[src/rtl/intersection_controller.sv]
// ============================================================================
// intersection_controller : two-road signal sequencer with all-red clearance,
// latched vehicle/pedestrian demand and a shared pedestrian WALK phase.
// Revision: 1.0
// ============================================================================
`default_nettype none

module intersection_controller #(
  parameter int GREEN_CYCLES  = 64,
  parameter int YELLOW_CYCLES = 16,
  parameter int ALLRED_CYCLES = 4,
  parameter int WALK_CYCLES   = 32
) (
  input  logic clk,
  input  logic reset,
  input  logic car_ew,
  input  logic ped_req,
  output logic ns_r,
  output logic ns_y,
  output logic ns_g,
  output logic ew_r,
  output logic ew_y,
  output logic ew_g,
  output logic walk,
  output logic ped_pending
);

  typedef enum logic [2:0] {
    NS_GREEN  = 3'd0,
    NS_YELLOW = 3'd1,
    ALLRED_A  = 3'd2,
    EW_GREEN  = 3'd3,
    EW_YELLOW = 3'd4,
    ALLRED_B  = 3'd5,
    WALK      = 3'd6
  } state_t;

  localparam logic [7:0] GREEN_LAST  = 8'(GREEN_CYCLES - 1);
  localparam logic [7:0] YELLOW_LAST = 8'(YELLOW_CYCLES - 1);
  localparam logic [7:0] ALLRED_LAST = 8'(ALLRED_CYCLES - 1);
  localparam logic [7:0] WALK_LAST   = 8'(WALK_CYCLES - 1);

  state_t     state;
  state_t     state_next;
  logic [7:0] count;
  logic [7:0] dwell_last;
  logic       dwell_done;
  logic       ew_demand;
  logic       ew_demand_next;
  logic       ped_pending_next;

  always_comb begin
    dwell_last = ALLRED_LAST;
    case (state)
      NS_GREEN, EW_GREEN:   dwell_last = GREEN_LAST;
      NS_YELLOW, EW_YELLOW: dwell_last = YELLOW_LAST;
      WALK:                 dwell_last = WALK_LAST;
      default:              dwell_last = ALLRED_LAST;
    endcase
  end

  assign dwell_done = (count == dwell_last);

  always_comb begin
    state_next = state;
    if (dwell_done) begin
      case (state)
        NS_GREEN:  state_next = (ew_demand | car_ew | ped_pending | ped_req) ? NS_YELLOW : NS_GREEN;
        NS_YELLOW: state_next = ALLRED_A;
        ALLRED_A:  state_next = EW_GREEN;
        EW_GREEN:  state_next = EW_YELLOW;
        EW_YELLOW: state_next = ALLRED_B;
        ALLRED_B:  state_next = ped_pending ? WALK : NS_GREEN;
        WALK:      state_next = NS_GREEN;
        default:   state_next = ALLRED_B;
      endcase
    end
  end

  // Clearing on phase entry takes priority over a request seen in the same cycle.
  always_comb begin
    ew_demand_next   = ew_demand | (car_ew & (state != EW_GREEN));
    ped_pending_next = ped_pending | (ped_req & (state != WALK));
    if (dwell_done && state == ALLRED_A) begin
      ew_demand_next = 1'b0;
    end
    if (dwell_done && state == ALLRED_B && ped_pending) begin
      ped_pending_next = 1'b0;
    end
  end

  always_ff @(posedge clk) begin
    if (reset) begin
      state       <= ALLRED_B;
      count       <= 8'd0;
      ew_demand   <= 1'b0;
      ped_pending <= 1'b0;
    end else begin
      state       <= state_next;
      count       <= dwell_done ? 8'd0 : count + 8'd1;
      ew_demand   <= ew_demand_next;
      ped_pending <= ped_pending_next;
    end
  end

  always_comb begin
    ns_r = 1'b0;
    ns_y = 1'b0;
    ns_g = 1'b0;
    ew_r = 1'b0;
    ew_y = 1'b0;
    ew_g = 1'b0;
    walk = 1'b0;
    case (state)
      NS_GREEN:  begin ns_g = 1'b1; ew_r = 1'b1; end
      NS_YELLOW: begin ns_y = 1'b1; ew_r = 1'b1; end
      EW_GREEN:  begin ew_g = 1'b1; ns_r = 1'b1; end
      EW_YELLOW: begin ew_y = 1'b1; ns_r = 1'b1; end
      WALK:      begin ns_r = 1'b1; ew_r = 1'b1; walk = 1'b1; end
      default:   begin ns_r = 1'b1; ew_r = 1'b1; end
    endcase
  end

endmodule

`default_nettype wire

[config.mk]
export PLATFORM = sky130hd
export DESIGN_NAME = intersection_controller
export DESIGN_NICKNAME = d
export VERILOG_FILES = /design/src/rtl/intersection_controller.sv
export SDC_FILE = /design/constraint.sdc
export NUM_CORES = 1
export LEC_CHECK = 0
export ABC_AREA = 0
export CORE_MARGIN = 8
export CORE_UTILIZATION = 25
export CTS_CLUSTER_SIZE = 24
export DETAILED_ROUTE_END_ITERATION = 6
export PLACE_DENSITY = 0.41
export SLEW_MARGIN = 20
export SYNTH_ARGS = -nofsm -noshare
export SYNTH_HDL_FRONTEND = slang
export SYNTH_SLANG_ARGS = --single-unit
export TNS_END_PERCENT = 30
[constraint.sdc]
create_clock -name clk -period 2.23 [get_ports clk]
set_clock_uncertainty 0.1 [all_clocks]
set_input_delay 0.223 -clock clk [delete_from_list [all_inputs] [get_ports clk]]
set_output_delay 0.223 -clock clk [all_outputs]
set_load 0.02 [all_outputs]
==> flow_summary.yaml <==
logic_synthesis:
  synth_cells: 87
  netlist_area_um2: 777
  yosysSeqAreaShare: 0.335
  synth-seq-cells: 13
  synth.avg_cell_area_um2: 8.93
  synth_nets: 92
  ys_warn_count: 0
  synth.distinct_cells: 36
routing:
  routed_wl_um: 1820
  vias: 682
  dr.pass1.iters: 3
  antenna_left: 0
  routedWlPerCell_um: 13.6
  dr.first_iter.drc_count: 18
  routed_via_density: 5.09
  drc: 0
cts:
  cts_buffer_depth: 2
  cts.sinks: 13
  post_cts_buffers: 0
  h-tree-depth: 1
  insertion_delay_ns: 0.27
  cts_buffers: 3
  cts_tree: "done"
  cts-root-buf: "clkbuf_4"
  cts.clk_slew.worst_paths_ns: 0.08
critical_path:
  crit_path_cell_trace: "or2_1 > nor2_1 > nor2_1 > clkdlybuf4s50_1"
  cp.required_ns: 1.91
  critPathMaxStageDelay_ns: 0.54
  startpoint_type: "register"
  path_common_cell: "nor2_1"
  worstSetupEndpointType: "output pin"
  cp_slowest_cell: "clkdlybuf4s50_1"
  path_class: "reg2out"
  arrival_ns: 1.73
  cp_max_fo: 8
sta:
  finalSetupViolCount: 0
  relSlewSlack: 0.761
  fin_crit_sh: 0.922
  max_clock_freq_mhz: 486
  tightest_slew_ns: 0.357
  tns_ns: 0
  rsz0062_at_grt: "no"
  finalHoldViolations: 0
  min_period_ns: 2.06
  slew_viol_final: 0
global_route:
  grt_start_max_net_pins: 10
  grt_pass1_wl_um: 3150
  top_usage_layer: "met2"
  grt_overflow: 0
  grtUsageTotal: 0.0773
  gr-usage-met1: 0.0941
  grt_use_met3: 0.0279
  grtUsageMet2: 0.114
  grt_pass1_vias: 681
  antenna_found_initial: 0
pwr:
  cell_internal_pwr_mw: 0.360
  combinationalPowerShare: 0.202
  peakVddDrop_uv: 178
  finalPower_mw: 0.507
  power_density_mw_per_mm2: 529
  swShare: 0.289
  power.net_switching_mw: 0.147
  power_leakage_nw: 0.377
  p_seq_frac: 0.513
  p_clk_frac: 0.285
floorplanning:
  num_io_pins: 12
  dieArea_mm2: 0.00515
  fp.coreArea_mm2: 0.00300
  die_y_um: 71.8
  initial_core_util: 0.259
  rows: 20
  die_x_um: 71.8
cells_and_area:
  antenna_cells: 0
  syn2layout_area_growth_pct: 23.3
  fin_nets: 107
  drive_gt1_frac: 0.168
outcome:
  outcome: "finished clean"
placement:
  dp_hpwl_um: 1440
  globalplace.congestion: 0.815
  io_buffers: 11
worst_hold_path:
  hold_class: "reg2reg"
flow_run:
  maxCapViolations: 0
==> final timing paths <==
kind,from,to,slack (ns),cells after the start
worst min register to register,count[0]$_SDFF_PP0_,count[0]$_SDFF_PP0_,0.39,1
worst min-delay path,count[0]$_SDFF_PP0_,count[0]$_SDFF_PP0_,0.39,1
worst max-delay path,state[0]$_SDFFE_PP1N_,ew_r,0.17,4
worst max register to register,state[1]$_SDFFE_PP0N_,count[7]$_SDFF_PP0_,0.33,6
==> sequential cells by signal, summed over array words and instances, names as in the netlist <==
name,cells
count,8
state,3
ped_pending,1
ew_demand,1
==> cells in the mapped netlist <==
cell type,count,area share
mux2i_1,2,0.026
o32ai_1,1,0.011
nor2_1,9,0.043
nand2_1,4,0.019
dfxtp_1,13,0.33
a221oi_1,1,0.011
a211oi_2,1,0.016
nor2b_1,1,0.0081
o2111ai_1,2,0.023
nor3_1,9,0.058
o21ai_1,1,0.0064
buf_6,1,0.014
or2_1,1,0.0081
nor4b_2,1,0.019
and2_1,1,0.0081
xor2_1,6,0.068
ha_1,1,0.016
nor4_1,1,0.0081
nand3_1,1,0.0064
or4_1,1,0.0097
a21oi_1,1,0.0064
nand4_1,3,0.024
a21oi_2,2,0.023
mux2_1,2,0.029
nor3b_2,2,0.032
buf_4,2,0.019
inv_1,4,0.019
a221o_1,1,0.013
and4bb_2,1,0.016
xnor2_1,3,0.034
a311oi_1,1,0.011
clkbuf_1,2,0.0097
nor3_2,1,0.013
o211ai_1,1,0.0097
nand3b_1,1,0.0097
and3_1,2,0.016
==> layout by cell type, fill, tap and decap left out, types with 3 or more instances in the layout <==
cell,netlist,layout
dfxtp_1,13,12
nor3_1,9,9
nor2_1,9,9
clkdlybuf4s50_1,0,9
xor2_1,6,6
inv_1,4,4
nand2_1,4,4
buf_4,2,4
nand4_1,3,3
xnor2_1,3,3
clkbuf_4,0,3
==> worst max-delay path: cells and delay by family (launching register included) <==
kind	cells	cell delay, ns
flops	1	0.40
simple gates	3	0.53
buf+inv	1	0.54
==> layer usage <==
metal,vias to the layer above,part of all wire
met4,0,0.0060
li1,347,-
met3,2,0.058
met5,-,0
met2,14,0.44
met1,319,0.49
==> power groups by stage <==
stage	Clock [mW]	Sequential (mW)	Combinational [mW]
5_1_grt	0.166	0.263	0.114
4_1_cts	0.157	0.260	0.104
6_report	0.145	0.260	0.102
3_3_place_gp	0	0.265	0.104
3_5_place_dp	0	0.265	0.103
2_1_floorplan	0	0.261	0.0718
==> kinds of logic (layout without fill, tap and decap cells) <==
group	Yosys count	in the layout	share of synthesized area
AO/OA/AOI/OAI	12	12	0.130
XOR/XNOR	9	9	0.101
adder cells (fa/ha/maj)	1	1	0.0161
buffers and inverters	9	23	0.0628
flip-flops	13	13	0.335
multiplexers	4	4	0.0547
AND/OR/NAND/NOR	39	39	0.300
==> repair_timing <==
action                                  4_1_cts  5_1_grt
gates resized for setup                       1        2
endpoints found under the setup margin        2        2
pin swaps                                     0        0
hold buffers                                  0        0
==> final cells by class <==
class	instances	area, um2
fillers	333	2040
multi-input cells	65	468
clock buffers	3	22.5
inverters	4	15.0
clock inverters	1	5.00
well taps	33	41.3
flip-flops and latches	13	262
repair buffers	15	145
==> through the flow <==
step                instance area [um2]  cells  setup WS [ns]  hold WS [ns]   util
floorplan                           777     87          0.561         0.228      -
global placement                    925    130          0.349         0.386  0.308
detailed placement                  925    130          0.279         0.384  0.308
CTS                                 953    134         0.0283         0.397  0.318
global route                        958    134         0.0376         0.441  0.319
finish                              958    134          0.173         0.390  0.319
No activity file was read; power rests on OpenSTA's default activity.
